===== src/rtl/rf_arbiter_pkg.sv =====
// -----------------------------------------------------------------------------
// rf_arbiter_pkg
// Shared types and constants for the two-client register-file arbiter.
//   state_e      : top-level sequencer state (INIT sweep, then RUN).
//   CLI0 / CLI1  : client indices, also the encoding of the round-robin pointer.
//   DEF_*        : default geometry used when the top is instantiated bare.
// -----------------------------------------------------------------------------
package rf_arbiter_pkg;

    typedef enum logic {
        ST_INIT = 1'b0,
        ST_RUN  = 1'b1
    } state_e;

    localparam logic CLI0 = 1'b0;
    localparam logic CLI1 = 1'b1;

    localparam int DEF_NUM_REGS = 4;
    localparam int DEF_DATA_W   = 8;
    localparam int DEF_ADDR_W   = 2;

endpackage


===== src/rtl/rf_arbiter_if.sv =====
// -----------------------------------------------------------------------------
// rf_arbiter_if
// Client-side bus of the register-file arbiter, both clients in one bundle.
//   reqK / weK / addrK / wdataK : request from client K (master -> slave)
//   gntK                        : combinational grant      (slave -> master)
//   rvalidK / rdataK            : registered read return   (slave -> master)
//   init_done                   : storage sweep finished   (slave -> master)
//
// Handshake: a client raises reqK with weK/addrK/wdataK stable and holds them
// until it sees gntK high; the access is accepted on the clock edge that ends
// a cycle in which reqK & gntK. gntK never rises without reqK and at most one
// gnt is high per cycle. A granted read returns exactly one cycle later as a
// single-cycle rvalidK pulse; rdataK keeps its last value while rvalidK is low.
// -----------------------------------------------------------------------------
interface rf_arbiter_if #(
    parameter int ADDR_W = 2,
    parameter int DATA_W = 8
);
    logic              req0;
    logic              req1;
    logic              we0;
    logic              we1;
    logic [ADDR_W-1:0] addr0;
    logic [ADDR_W-1:0] addr1;
    logic [DATA_W-1:0] wdata0;
    logic [DATA_W-1:0] wdata1;
    logic              gnt0;
    logic              gnt1;
    logic              rvalid0;
    logic              rvalid1;
    logic [DATA_W-1:0] rdata0;
    logic [DATA_W-1:0] rdata1;
    logic              init_done;

    modport master (
        output req0, req1, we0, we1, addr0, addr1, wdata0, wdata1,
        input  gnt0, gnt1, rvalid0, rvalid1, rdata0, rdata1, init_done
    );

    modport slave (
        input  req0, req1, we0, we1, addr0, addr1, wdata0, wdata1,
        output gnt0, gnt1, rvalid0, rvalid1, rdata0, rdata1, init_done
    );
endinterface


===== src/rtl/rf_core.sv =====
// -----------------------------------------------------------------------------
// rf_core
// NUM_REGS x DATA_W register array, one write port and one synchronous read
// port with one cycle of latency.
//   clk, rst          : clock, synchronous active-high reset (read register only)
//   we_i/waddr_i/wdata_i : write port; writes to addresses >= NUM_REGS are dropped
//   rd_en_i/raddr_i   : read port; the word is captured when rd_en_i is high
//   rdata_o           : registered read data; 0 for addresses >= NUM_REGS
// The array itself has no reset: the owner is expected to sweep it.
// -----------------------------------------------------------------------------
module rf_core #(
    parameter int NUM_REGS = 4,
    parameter int DATA_W   = 8,
    parameter int ADDR_W   = 2
) (
    input  logic              clk,
    input  logic              rst,
    input  logic              we_i,
    input  logic [ADDR_W-1:0] waddr_i,
    input  logic [DATA_W-1:0] wdata_i,
    input  logic              rd_en_i,
    input  logic [ADDR_W-1:0] raddr_i,
    output logic [DATA_W-1:0] rdata_o
);

    logic [DATA_W-1:0] mem_q [NUM_REGS];
    logic [DATA_W-1:0] rdata_q;
    logic [DATA_W-1:0] rd_word;

    // Address decode by comparison against each entry: an address with no
    // matching entry simply hits nothing, which drops writes and reads 0.
    always_ff @(posedge clk) begin
        for (int i = 0; i < NUM_REGS; i++) begin
            if (we_i && (waddr_i == ADDR_W'(i))) begin
                mem_q[i] <= wdata_i;
            end
        end
    end

    always_comb begin
        rd_word = '0;
        for (int i = 0; i < NUM_REGS; i++) begin
            if (raddr_i == ADDR_W'(i)) begin
                rd_word = mem_q[i];
            end
        end
    end

    always_ff @(posedge clk) begin
        if (rst) begin
            rdata_q <= '0;
        end else if (rd_en_i) begin
            rdata_q <= rd_word;
        end
    end

    assign rdata_o = rdata_q;

endmodule


===== src/rtl/rf_arbiter.sv =====
// -----------------------------------------------------------------------------
// rf_arbiter
// Shares one rf_core between two clients, one access per cycle, round-robin.
// After reset an INIT sweep writes zero to every register (one per cycle);
// only then does the block enter RUN and start granting.
//   clk, rst     : clock, synchronous active-high reset
//   bus          : rf_arbiter_if slave side (requests in; grants, read
//                  returns and init_done out)
//   dbg_state_o  : current sequencer state, for observation only
// -----------------------------------------------------------------------------
module rf_arbiter
    import rf_arbiter_pkg::*;
#(
    parameter int NUM_REGS = DEF_NUM_REGS,
    parameter int DATA_W   = DEF_DATA_W,
    parameter int ADDR_W   = DEF_ADDR_W
) (
    input  logic         clk,
    input  logic         rst,
    rf_arbiter_if.slave  bus,
    output state_e       dbg_state_o
);

    localparam logic [ADDR_W-1:0] LAST_REG = ADDR_W'(NUM_REGS - 1);

    // Sequencer state
    state_e            state_q, state_d;
    logic [ADDR_W-1:0] init_ptr_q, init_ptr_d;

    // Arbitration / read-return state
    logic              rr_last_q, rr_last_d;
    logic              rvalid0_q, rvalid0_d;
    logic              rvalid1_q, rvalid1_d;
    logic [DATA_W-1:0] hold0_q, hold1_q;

    // Combinational outputs of the sequencer
    logic              run;
    logic              gnt0, gnt1;
    logic              core_we;
    logic [ADDR_W-1:0] core_waddr;
    logic [DATA_W-1:0] core_wdata;
    logic              core_rd_en;
    logic [ADDR_W-1:0] core_raddr;
    logic [DATA_W-1:0] core_rdata;

    // ---------------- state register ----------------
    always_ff @(posedge clk) begin
        if (rst) begin
            state_q    <= ST_INIT;
            init_ptr_q <= '0;
        end else begin
            state_q    <= state_d;
            init_ptr_q <= init_ptr_d;
        end
    end

    // ---------------- next-state logic ----------------
    always_comb begin
        state_d    = state_q;
        init_ptr_d = init_ptr_q;
        unique case (state_q)
            ST_INIT: begin
                init_ptr_d = init_ptr_q + 1'b1;
                if (init_ptr_q == LAST_REG) begin
                    state_d = ST_RUN;
                end
            end
            ST_RUN: begin
                state_d = ST_RUN;
            end
            default: begin
                state_d = ST_INIT;
            end
        endcase
    end

    // ---------------- output logic ----------------
    always_comb begin
        run = (state_q == ST_RUN);

        // A lone request wins; on contention the client that was not served
        // last goes first.
        gnt0 = run && bus.req0 && (!bus.req1 || (rr_last_q == CLI1));
        gnt1 = run && bus.req1 && (!bus.req0 || (rr_last_q == CLI0));

        // During INIT the sweep owns the write port; in RUN the granted
        // client does.
        if (run) begin
            core_we    = (gnt0 && bus.we0) || (gnt1 && bus.we1);
            core_waddr = gnt1 ? bus.addr1  : bus.addr0;
            core_wdata = gnt1 ? bus.wdata1 : bus.wdata0;
        end else begin
            core_we    = 1'b1;
            core_waddr = init_ptr_q;
            core_wdata = '0;
        end

        core_rd_en = (gnt0 && !bus.we0) || (gnt1 && !bus.we1);
        core_raddr = gnt1 ? bus.addr1 : bus.addr0;

        rvalid0_d  = gnt0 && !bus.we0;
        rvalid1_d  = gnt1 && !bus.we1;

        rr_last_d  = rr_last_q;
        if (gnt0) begin
            rr_last_d = CLI0;
        end else if (gnt1) begin
            rr_last_d = CLI1;
        end
    end

    // ---------------- arbitration / return registers ----------------
    // rr_last resets to CLI1 so client 0 wins the first contest.
    always_ff @(posedge clk) begin
        if (rst) begin
            rr_last_q <= CLI1;
            rvalid0_q <= 1'b0;
            rvalid1_q <= 1'b0;
            hold0_q   <= '0;
            hold1_q   <= '0;
        end else begin
            rr_last_q <= rr_last_d;
            rvalid0_q <= rvalid0_d;
            rvalid1_q <= rvalid1_d;
            if (rvalid0_q) begin
                hold0_q <= core_rdata;
            end
            if (rvalid1_q) begin
                hold1_q <= core_rdata;
            end
        end
    end

    rf_core #(
        .NUM_REGS (NUM_REGS),
        .DATA_W   (DATA_W),
        .ADDR_W   (ADDR_W)
    ) u_core (
        .clk     (clk),
        .rst     (rst),
        .we_i    (core_we),
        .waddr_i (core_waddr),
        .wdata_i (core_wdata),
        .rd_en_i (core_rd_en),
        .raddr_i (core_raddr),
        .rdata_o (core_rdata)
    );

    // The core's read register is shared, so each client keeps its own copy
    // of the last word it was given; the fresh core word is shown during the
    // rvalid cycle and the copy afterwards.
    assign bus.gnt0      = gnt0;
    assign bus.gnt1      = gnt1;
    assign bus.rvalid0   = rvalid0_q;
    assign bus.rvalid1   = rvalid1_q;
    assign bus.rdata0    = rvalid0_q ? core_rdata : hold0_q;
    assign bus.rdata1    = rvalid1_q ? core_rdata : hold1_q;
    assign bus.init_done = run;
    assign dbg_state_o   = state_q;

endmodule


===== src/flat_wrapper.sv =====
// flat-port wrapper written by rule: the top's interface ports become plain ports
module rf_arbiter_flat import rf_arbiter_pkg::*;
#(
    parameter int NUM_REGS = DEF_NUM_REGS,
    parameter int DATA_W   = DEF_DATA_W,
    parameter int ADDR_W   = DEF_ADDR_W
)
  (clk, rst, dbg_state_o, bus_req0, bus_req1, bus_we0, bus_we1, bus_addr0, bus_addr1, bus_wdata0, bus_wdata1, bus_gnt0, bus_gnt1, bus_rvalid0, bus_rvalid1, bus_rdata0, bus_rdata1, bus_init_done);
  rf_arbiter_if #(.ADDR_W(ADDR_W), .DATA_W(DATA_W)) bus_i ();
  input  logic clk;
  input  logic rst;
  output state_e dbg_state_o;
  input wire logic [$bits(bus_i.req0)-1:0] bus_req0;
  input wire logic [$bits(bus_i.req1)-1:0] bus_req1;
  input wire logic [$bits(bus_i.we0)-1:0] bus_we0;
  input wire logic [$bits(bus_i.we1)-1:0] bus_we1;
  input wire logic [$bits(bus_i.addr0)-1:0] bus_addr0;
  input wire logic [$bits(bus_i.addr1)-1:0] bus_addr1;
  input wire logic [$bits(bus_i.wdata0)-1:0] bus_wdata0;
  input wire logic [$bits(bus_i.wdata1)-1:0] bus_wdata1;
  output wire logic [$bits(bus_i.gnt0)-1:0] bus_gnt0;
  output wire logic [$bits(bus_i.gnt1)-1:0] bus_gnt1;
  output wire logic [$bits(bus_i.rvalid0)-1:0] bus_rvalid0;
  output wire logic [$bits(bus_i.rvalid1)-1:0] bus_rvalid1;
  output wire logic [$bits(bus_i.rdata0)-1:0] bus_rdata0;
  output wire logic [$bits(bus_i.rdata1)-1:0] bus_rdata1;
  output wire logic [$bits(bus_i.init_done)-1:0] bus_init_done;
  assign bus_i.req0 = bus_req0;
  assign bus_i.req1 = bus_req1;
  assign bus_i.we0 = bus_we0;
  assign bus_i.we1 = bus_we1;
  assign bus_i.addr0 = bus_addr0;
  assign bus_i.addr1 = bus_addr1;
  assign bus_i.wdata0 = bus_wdata0;
  assign bus_i.wdata1 = bus_wdata1;
  assign bus_gnt0 = bus_i.gnt0;
  assign bus_gnt1 = bus_i.gnt1;
  assign bus_rvalid0 = bus_i.rvalid0;
  assign bus_rvalid1 = bus_i.rvalid1;
  assign bus_rdata0 = bus_i.rdata0;
  assign bus_rdata1 = bus_i.rdata1;
  assign bus_init_done = bus_i.init_done;
  rf_arbiter #(.NUM_REGS(NUM_REGS), .DATA_W(DATA_W), .ADDR_W(ADDR_W)) u_core (.clk(clk), .rst(rst), .bus(bus_i), .dbg_state_o(dbg_state_o));
endmodule

===== config.mk =====
export PLATFORM = sky130hd
export DESIGN_NAME = rf_arbiter_flat
export DESIGN_NICKNAME = d
export VERILOG_FILES = /design/src/rtl/rf_arbiter_pkg.sv /design/src/rtl/rf_arbiter_if.sv /design/src/rtl/rf_core.sv /design/src/rtl/rf_arbiter.sv /design/src/flat_wrapper.sv
export SDC_FILE = /design/constraint.sdc
export NUM_CORES = 1
export LEC_CHECK = 0
export ABC_CLOCK_PERIOD_IN_PS = 4900
export BUFFER_PORTS_ARGS = -buffer_cell sky130_fd_sc_hd__buf_2
export CAP_MARGIN = 20
export CORE_AREA = 2 2 76 78
export CTS_BUF_LIST = sky130_fd_sc_hd__clkbuf_8
export CTS_CLUSTER_DIAMETER = 200
export CTS_CLUSTER_SIZE = 20
export DETAILED_ROUTE_END_ITERATION = 10
export DIE_AREA = 0 0 78 80
export GPL_TIMING_DRIVEN = 1
export PLACE_DENSITY_LB_ADDON = 0.2
export SYNTH_ARGS = -nofsm -noshare
export SYNTH_HDL_FRONTEND = slang
export SYNTH_SLANG_ARGS = --single-unit

===== constraint.sdc =====
create_clock -name clk -period 4.9 [get_ports clk]
set_input_delay 0.98 -clock clk [delete_from_list [all_inputs] [get_ports clk]]
set_output_delay 0.98 -clock clk [all_outputs]
set_load 0.01 [all_outputs]

==> run_summary.xml, run 1 <==
<?xml version="1.0" encoding="UTF-8"?>
<metrics>
  <group name="worst_setup_path">
    <metric name="crit_fanout" unit="">26</metric>
    <metric name="startpoint" unit="">u_core.bus.init_done</metric>
    <metric name="cpPeakStageDelay" unit="ns">0.96</metric>
    <metric name="criticalPathCategory" unit="">reg -&gt; out</metric>
    <metric name="worst-path-buf-inv" unit="">2</metric>
    <metric name="timing.critical_path.depth" unit="">3</metric>
    <metric name="end_kind" unit="">output port</metric>
    <metric name="critical_path.cell_chain" unit="">inv_2 &gt; nor2_4 &gt; buf_2</metric>
    <metric name="timing.rr.start" unit="">u_core.bus.init_done</metric>
    <metric name="critPathLaunchType" unit="">register</metric>
    <metric name="critical_path_arrival" unit="ns">2.03</metric>
    <metric name="worst-r2r-cell-count" unit="">5</metric>
    <metric name="timing.critical_path.required" unit="ns">3.92</metric>
    <metric name="timing.critical_path.max_delay_family" unit="">flip-flops</metric>
    <metric name="timing.critical_path.slowest_stage_cell" unit="">sky130_fd_sc_hd__dfxtp_1</metric>
  </group>
  <group name="die">
    <metric name="ios" unit="">48</metric>
    <metric name="die_width" unit="µm">78</metric>
    <metric name="core" unit="µm²">5410</metric>
    <metric name="placementRows" unit="">27</metric>
    <metric name="initial_utilization" unit="%">50.0</metric>
    <metric name="design.die.area" unit="µm²">6240</metric>
    <metric name="die_h" unit="µm">80</metric>
  </group>
  <group name="drt">
    <metric name="dr_total_vias" unit="">1825</metric>
    <metric name="ant_nets" unit="">0</metric>
    <metric name="number_of_drc_violations_after_detailed_routing" unit="">0</metric>
    <metric name="detail_route.wirelength" unit="mm">5.46</metric>
    <metric name="drt-pass1-iter-count" unit="">4</metric>
    <metric name="avgRoutedWirePerCell" unit="µm">16.1</metric>
    <metric name="dr.first_iter.drc_count" unit="">95</metric>
    <metric name="detail_route.vias_per_cell" unit="">5.37</metric>
  </group>
  <group name="cts">
    <metric name="cts_sinks" unit="">62</metric>
    <metric name="cts_root_buffer" unit="">sky130_fd_sc_hd__clkbuf_8</metric>
    <metric name="cts_tree" unit="">yes</metric>
    <metric name="htree_num_levels" unit="">3</metric>
    <metric name="cts_hold_buf" unit="">0</metric>
    <metric name="post_cts_buffers" unit="">0</metric>
    <metric name="clk_transition_reported_paths" unit="ns">0.07</metric>
    <metric name="clock_path_buffers" unit="">2</metric>
    <metric name="clock_insertion_delay_worst_skew" unit="ns">0.34</metric>
    <metric name="cts_buffers" unit="">9</metric>
    <metric name="number_of_resized_instances_in_the_post_cts_repair_step" unit="">0</metric>
  </group>
  <group name="global_routing">
    <metric name="vias_in_the_first_global_route" unit="">1705</metric>
    <metric name="globalRouteTotalUtil" unit="%">18.8</metric>
    <metric name="gr-total-overflow" unit="">0</metric>
    <metric name="grt_antenna_before_repair" unit="">0</metric>
    <metric name="grt_pass1_wl" unit="mm">8.63</metric>
    <metric name="grt_start_max_net_pins" unit="">31</metric>
  </group>
  <group name="layout">
    <metric name="layout.cell_area.non_filler" unit="µm²">3250</metric>
    <metric name="final_net_count" unit="">290</metric>
    <metric name="diodes" unit="">0</metric>
    <metric name="final_common_cell" unit="">sky130_fd_sc_hd__buf_2</metric>
    <metric name="layout_common_cells" unit="">47 x sky130_fd_sc_hd__buf_2, 32 x sky130_fd_sc_hd__edfxtp_1, 30 x sky130_fd_sc_hd__dfxtp_1</metric>
    <metric name="synthToLayoutAreaGrowth" unit="%">20.3</metric>
    <metric name="drive_above_1_share" unit="%">36.9</metric>
  </group>
  <group name="synthesis">
    <metric name="synth.net_count" unit="">244</metric>
    <metric name="mappedNetlistArea" unit="µm²">2700</metric>
    <metric name="synth_seq_area_share" unit="%">57.8</metric>
    <metric name="synth_top_area_share" unit="%">35.5</metric>
    <metric name="number_of_flip_flops_and_latches_in_the_synthesized_netlist" unit="">62</metric>
    <metric name="syn_inst" unit="">217</metric>
    <metric name="yosysWarnings" unit="">0</metric>
    <metric name="count_of_cell_types_in_the_netlist" unit="">46</metric>
    <metric name="synthDominantAreaCellType" unit="">sky130_fd_sc_hd__edfxtp_1</metric>
    <metric name="synth.top_cells.by_area" unit="">sky130_fd_sc_hd__edfxtp_1 36%, sky130_fd_sc_hd__dfxtp_1 22%, sky130_fd_sc_hd__mux2_2 6.7%</metric>
    <metric name="syn-mean-instance-area" unit="µm²">12.5</metric>
  </group>
  <group name="sta">
    <metric name="hold_violations" unit="">0</metric>
    <metric name="skew" unit="ns">0.00655</metric>
    <metric name="maxSlewViolCount" unit="">0</metric>
    <metric name="post-route-period-util" unit="%">61.5</metric>
    <metric name="setup_tns" unit="ns">0</metric>
    <metric name="slew_headroom" unit="%">35.7</metric>
    <metric name="grt_setup_unrepaired" unit="">no</metric>
    <metric name="finalCriticalPeriod" unit="ns">3.01</metric>
    <metric name="max_freq" unit="MHz">332</metric>
    <metric name="tightest_slew" unit="ns">0.964</metric>
    <metric name="number_of_setup_violations_in_the_final_report" unit="">0</metric>
  </group>
  <group name="worst_hold_path">
    <metric name="worst_hold_path.num_cells" unit="">2</metric>
    <metric name="holdCritPathClass" unit="">reg -&gt; reg</metric>
    <metric name="worstHoldStart" unit="">u_core.u_core.rdata_o[1]</metric>
  </group>
  <group name="status">
    <metric name="run_status" unit="">finished clean</metric>
  </group>
  <group name="placed_design">
    <metric name="finalWeightedCongestion" unit="">0.754</metric>
    <metric name="dpl_cell_area" unit="µm²">2960</metric>
    <metric name="detailed_place_hpwl" unit="mm">3.76</metric>
    <metric name="buffer_ports.inserted" unit="">47</metric>
  </group>
  <group name="power_and_ir_drop">
    <metric name="power_per_cell_area" unit="nW/µm²">449</metric>
    <metric name="highest_ir_drop_seen_on_vdd" unit="V">0.000241</metric>
    <metric name="comb_power_share" unit="%">10.2</metric>
    <metric name="switching_power" unit="W">0.000337</metric>
    <metric name="seq_power_share" unit="%">45.0</metric>
    <metric name="intPower" unit="W">0.00112</metric>
    <metric name="power_frac_clock" unit="%">44.8</metric>
    <metric name="cellLeakagePower" unit="nW">1.33</metric>
    <metric name="netSwitchingFraction" unit="%">23.1</metric>
  </group>
  <group name="job">
    <metric name="reported_max_cap_violation_count" unit="">0</metric>
  </group>
</metrics>
per-stage QoR:
step                hold WS [ns]  utilization [%]  total power [W]  worst slack, ns  instances
detailed placement         0.519             54.8         0.000816             1.69        324
global placement           0.510             54.8         0.000808             1.82        324
floorplan                  0.484                -         0.000759             2.06        217
finish                     0.527             60.2          0.00146             1.89        340
CTS                        0.530             60.2          0.00147             1.85        340
global route               0.563             60.2          0.00151             1.71        340
final cells by class:
class	instances	area (µm²)
repair buffers	48	243
clock inverters	7	168
inverters	3	11.3
multi-input cells	139	1050
clock buffers	9	124
fillers	452	2150
flip-flops and latches	62	1560
well taps	72	90.1
tightest hold or removal path: stages, from the launching register on:
cell                       delay [ns]
sky130_fd_sc_hd__dfxtp_1         0.33
sky130_fd_sc_hd__nor2_1          0.10
sky130_fd_sc_hd__a211oi_1        0.05
cells by family (layout without fill, tap and decap cells):
kind of cell	Yosys count	after routing	synth area share, %
mux	21	21	8.51
flops	62	62	57.8
compound gates	38	38	13.8
xor+xnor	1	1	0.324
simple gates	78	78	15.9
fa+ha+maj	1	1	0.463
buf+inv	16	67	3.24
flip-flops by register name, indices dropped and copies added, names as in the netlist:
| name | count |
|---|---|
| u_core.bus.init_done | 1 |
| u_core.bus.rvalid0 | 1 |
| u_core.bus.rvalid1 | 1 |
| u_core.hold0_q | 8 |
| u_core.hold1_q | 8 |
| u_core.init_ptr_q | 2 |
| u_core.rr_last_q | 1 |
| u_core.u_core.mem_q | 32 |
| u_core.u_core.rdata_o | 8 |
Yosys cell counts, drive strengths merged:
cell type / instances
a2111oi: 8
a211oi: 4
a21bo: 1
a21boi: 6
a21oi: 2
a221o: 1
a221oi: 4
a22oi: 1
a311o: 1
a31oi: 1
a32o: 1
a32oi: 1
and2: 3
and3: 9
and3b: 2
buf: 7
clkbuf: 6
clkinv: 1
dfxtp: 30
edfxtp: 32
ha: 1
inv: 2
mux2: 16
mux2i: 5
nand2: 17
nand2b: 1
nand3: 10
nand4b: 1
nor2: 16
nor2b: 16
nor3b: 2
nor4: 1
o21ai: 7
xor2: 1
worst paths after layout:
path / end / slack [ns]
hold reg to reg: u_core.u_core.rdata_o[1] / 0.53
setup reg to reg: u_core.u_core.mem_q[2][1] / 1.92
hold / removal: u_core.u_core.rdata_o[1] / 0.53
setup / recovery: bus_gnt1 / 1.89
layer usage:
layer | vias up | GRT usage, % | part of all wire [%]
li1 | 897 | - | -
met1 | 860 | 25.3 | 46
met2 | 56 | 28.0 | 46
met5 | - | 0 | 0
met4 | 0 | 10.7 | 2.1
met3 | 12 | 4.07 | 5.7
power groups by stage:
stage	Clock, W	Sequential (W)	Combinational (W)
3_5_place_dp	0	0.000668	0.000148
2_1_floorplan	0	0.000651	0.000109
6_report	0.000653	0.000657	0.000149
5_1_grt	0.000686	0.000663	0.000164
3_3_place_gp	0	0.000666	0.000142
4_1_cts	0.000660	0.000657	0.000151
(Power assumes the default switching activity.)
==> run 2, diff against run 1 <==
--- a/config.mk
+++ b/config.mk
@@ -5,15 +5,16 @@
 export SDC_FILE = /design/constraint.sdc
 export NUM_CORES = 1
 export LEC_CHECK = 0
-export ABC_CLOCK_PERIOD_IN_PS = 4900
+export ABC_AREA = 1
+export ABC_CLOCK_PERIOD_IN_PS = 3100
 export BUFFER_PORTS_ARGS = -buffer_cell sky130_fd_sc_hd__buf_2
 export CAP_MARGIN = 20
-export CORE_AREA = 2 2 76 78
+export CORE_AREA = 2 2 75 77
 export CTS_BUF_LIST = sky130_fd_sc_hd__clkbuf_8
 export CTS_CLUSTER_DIAMETER = 200
 export CTS_CLUSTER_SIZE = 20
 export DETAILED_ROUTE_END_ITERATION = 10
-export DIE_AREA = 0 0 78 80
+export DIE_AREA = 0 0 77 79
 export GPL_TIMING_DRIVEN = 1
 export PLACE_DENSITY_LB_ADDON = 0.2
 export SYNTH_ARGS = -nofsm -noshare
==> constraint.sdc (replaced) <==
create_clock -name clk -period 3.1 [get_ports clk]
set_input_delay 0.62 -clock clk [delete_from_list [all_inputs] [get_ports clk]]
set_output_delay 0.62 -clock clk [all_outputs]
set_load 0.01 [all_outputs]
==> run_summary.xml, run 2 <==
<?xml version="1.0" encoding="UTF-8"?>
<metrics>
  <group name="status">
    <metric name="run_status" unit="">finished clean</metric>
  </group>
  <group name="drt">
    <metric name="dr_total_vias" unit="">2055</metric>
    <metric name="detail_route.vias_per_cell" unit="">4.94</metric>
    <metric name="number_of_drc_violations_after_detailed_routing" unit="">0</metric>
    <metric name="detail_route.wirelength" unit="mm">5.51</metric>
    <metric name="drt-pass1-iter-count" unit="">6</metric>
    <metric name="ant_nets" unit="">0</metric>
    <metric name="avgRoutedWirePerCell" unit="µm">13.2</metric>
    <metric name="dr.first_iter.drc_count" unit="">105</metric>
  </group>
  <group name="worst_setup_path">
    <metric name="critPathLaunchType" unit="">input port</metric>
    <metric name="timing.critical_path.required" unit="ns">3.05</metric>
    <metric name="crit_fanout" unit="">17</metric>
    <metric name="criticalPathCategory" unit="">in -&gt; reg</metric>
    <metric name="end_kind" unit="">register</metric>
    <metric name="critical_path_arrival" unit="ns">2.29</metric>
    <metric name="r2r_slack" unit="ns">0.85</metric>
  </group>
  <group name="synthesis">
    <metric name="count_of_cell_types_in_the_netlist" unit="">22</metric>
    <metric name="yosys.cell_count.top_type" unit="">sky130_fd_sc_hd__nand2_1</metric>
    <metric name="number_of_flip_flops_and_latches_in_the_synthesized_netlist" unit="">62</metric>
    <metric name="synth.area.mux_share" unit="%">0</metric>
    <metric name="syn-mean-instance-area" unit="µm²">9.10</metric>
    <metric name="synth.top_cells.by_area" unit="">sky130_fd_sc_hd__edfxtp_1 36%, sky130_fd_sc_hd__dfxtp_1 23%, sky130_fd_sc_hd__nand2_1 11%</metric>
    <metric name="mappedNetlistArea" unit="µm²">2660</metric>
    <metric name="synthDominantAreaCellType" unit="">sky130_fd_sc_hd__edfxtp_1</metric>
    <metric name="yosysWarnings" unit="">0</metric>
    <metric name="synth_xor_area_share" unit="%">0</metric>
    <metric name="dominant_combinational_cell_family_by_area_after_synthesis" unit="">simple AND/OR/NAND/NOR gates</metric>
    <metric name="synthSimpleGateAreaFrac" unit="%">28.4</metric>
    <metric name="synth.top_cells.by_count" unit="">80 x sky130_fd_sc_hd__nand2_1, 51 x sky130_fd_sc_hd__nand3_1, 32 x sky130_fd_sc_hd__edfxtp_1</metric>
    <metric name="yosys.area_share.adder" unit="%">0.471</metric>
    <metric name="synth_seq_area_share" unit="%">58.8</metric>
    <metric name="synth_top_area_share" unit="%">36.2</metric>
    <metric name="synth-edff-count" unit="">32</metric>
    <metric name="syn_inst" unit="">292</metric>
    <metric name="synth_ff_type" unit="">sky130_fd_sc_hd__edfxtp_1</metric>
    <metric name="synth-compound-area-share" unit="%">6.64</metric>
    <metric name="synth.net_count" unit="">319</metric>
    <metric name="ys_async_sr_fraction" unit="%">0</metric>
  </group>
  <group name="die">
    <metric name="placementRows" unit="">27</metric>
    <metric name="die_h" unit="µm">79</metric>
    <metric name="design.die.area" unit="µm²">6080</metric>
    <metric name="ios" unit="">48</metric>
    <metric name="core" unit="µm²">5340</metric>
    <metric name="initial_utilization" unit="%">49.8</metric>
    <metric name="die_width" unit="µm">77</metric>
  </group>
  <group name="power_and_ir_drop">
    <metric name="cellLeakagePower" unit="nW">1.42</metric>
    <metric name="highest_ir_drop_seen_on_vdd" unit="V">0.000419</metric>
    <metric name="finalPower" unit="W">0.00194</metric>
    <metric name="power_per_cell_area" unit="nW/µm²">624</metric>
  </group>
  <group name="cts">
    <metric name="cts_tree" unit="">yes</metric>
    <metric name="cts_buffers" unit="">9</metric>
    <metric name="number_of_resized_instances_in_the_post_cts_repair_step" unit="">0</metric>
    <metric name="cts_root_buffer" unit="">sky130_fd_sc_hd__clkbuf_8</metric>
    <metric name="cts_sinks" unit="">62</metric>
    <metric name="clk_transition_reported_paths" unit="ns">0.07</metric>
    <metric name="post_cts_buffers" unit="">0</metric>
    <metric name="clock_path_buffers" unit="">2</metric>
    <metric name="cts_hold_buf" unit="">0</metric>
    <metric name="htree_num_levels" unit="">3</metric>
    <metric name="clock_insertion_delay_worst_skew" unit="ns">0.32</metric>
  </group>
  <group name="sta">
    <metric name="timing.final.ws_setup" unit="ns">0.766</metric>
    <metric name="post-route-period-util" unit="%">75.3</metric>
    <metric name="grt_setup_unrepaired" unit="">no</metric>
    <metric name="slew_headroom" unit="%">54.0</metric>
    <metric name="setup_tns" unit="ns">0</metric>
    <metric name="max_freq" unit="MHz">428</metric>
    <metric name="number_of_setup_violations_in_the_final_report" unit="">0</metric>
    <metric name="hold_violations" unit="">0</metric>
    <metric name="finalCriticalPeriod" unit="ns">2.33</metric>
    <metric name="tightest_slew" unit="ns">0.688</metric>
    <metric name="skew" unit="ns">0.00595</metric>
    <metric name="maxSlewViolCount" unit="">0</metric>
  </group>
  <group name="placed_design">
    <metric name="buffer_ports.inserted" unit="">47</metric>
    <metric name="detailed_place_hpwl" unit="mm">4.11</metric>
    <metric name="finalWeightedCongestion" unit="">0.796</metric>
    <metric name="preCtsSetupSlack" unit="ns">0.445</metric>
    <metric name="dpl_cell_area" unit="µm²">2900</metric>
  </group>
  <group name="layout">
    <metric name="register_bank_with_the_most_flops" unit="">u_core.u_core.mem_q</metric>
    <metric name="layout_common_cells" unit="">80 x sky130_fd_sc_hd__nand2_1, 51 x sky130_fd_sc_hd__nand3_1, 47 x sky130_fd_sc_hd__buf_2</metric>
    <metric name="final_net_count" unit="">366</metric>
    <metric name="largest_register_ffs" unit="">32</metric>
    <metric name="final_common_cell" unit="">sky130_fd_sc_hd__nand2_1</metric>
    <metric name="diodes" unit="">0</metric>
    <metric name="drive_above_1_share" unit="%">22.1</metric>
    <metric name="layout.cell_area.non_filler" unit="µm²">3110</metric>
    <metric name="synthToLayoutAreaGrowth" unit="%">16.9</metric>
  </group>
  <group name="global_routing">
    <metric name="grt_antenna_before_repair" unit="">0</metric>
    <metric name="gr-total-overflow" unit="">0</metric>
    <metric name="globalRouteTotalUtil" unit="%">19.5</metric>
    <metric name="grt_pass1_wl" unit="mm">9.00</metric>
    <metric name="vias_in_the_first_global_route" unit="">1847</metric>
    <metric name="grt_start_max_net_pins" unit="">22</metric>
  </group>
  <group name="job">
    <metric name="reported_max_cap_violation_count" unit="">0</metric>
  </group>
  <group name="worst_hold_path">
    <metric name="holdCritPathClass" unit="">reg -&gt; reg</metric>
  </group>
</metrics>
[run 2: cell count changes after synthesis, sizes merged, moves of 9 or more]
cell,delta
nand2,+73
nand3,+41
a21oi,+16
mux2,-16
nor2b,-16
inv,+12
nor2,+11
and3,-9
[run 2: area by class of cell]
class	count	area (µm²)
multi-input combinational	203	942
clock buffer	9	124
clock inverter	7	80.1
inverter	14	57.6
fill	491	2230
tap	72	90.1
sequential	62	1560
timing repair buffer	49	250
[run 2: final timing paths]
check | from | endpoint | depth (start not counted)
min reg2reg | u_core.hold0_q[6] | u_core.hold0_q[6] | 2
max | bus_req0 | u_core.u_core.mem_q[2][1] | 8
min | u_core.hold0_q[6] | u_core.hold0_q[6] | 2
max reg2reg | u_core.rr_last_q | u_core.u_core.mem_q[2][1] | 7
[run 2: layer usage]
metal | part of all wire [%] | vias up | wire (µm) | GRT usage [%]
met5 | 0 | - | 0 | 0
met4 | 1.9 | 0 | 105 | 10.7
met3 | 4.2 | 9 | 230 | 3.52
met2 | 48 | 55 | 2640 | 32.0
met1 | 46 | 909 | 2530 | 24.6
li1 | - | 1082 | - | -
[run 2: through the flow]
stage / cells / hold WS [ns] / utilization [%]
global placement: 400 / 0.456 / 54.4
detailed placement: 400 / 0.460 / 54.4
global route: 416 / 0.483 / 58.2
finish: 416 / 0.468 / 58.2
CTS: 416 / 0.470 / 58.2
floorplan: 292 / 0.448 / -
[run 2: cell families after synthesis]
group           count (synthesis)
buf+inv                        27
simple gates                  170
fa+ha+maj                       1
flops                          62
compound gates                 32
[run 2: critical path, stage by stage]
cell and delay, ns:
sky130_fd_sc_hd__buf_2 0.10, sky130_fd_sc_hd__nand2_1 0.18, sky130_fd_sc_hd__nand2_4 0.18, sky130_fd_sc_hd__nand2_1 0.11, sky130_fd_sc_hd__nand2_2 0.17, sky130_fd_sc_hd__o21ai_1 0.28
sky130_fd_sc_hd__inv_1 0.09, sky130_fd_sc_hd__nor2_1 0.55
[run 2: where the power goes]
part | switching (W) | internal (W)
Sequential | 0.0000347 | 0.000975
Combinational | 0.000143 | 0.0000667
Clock | 0.000280 | 0.000440
Total | 0.000457 | 0.00148
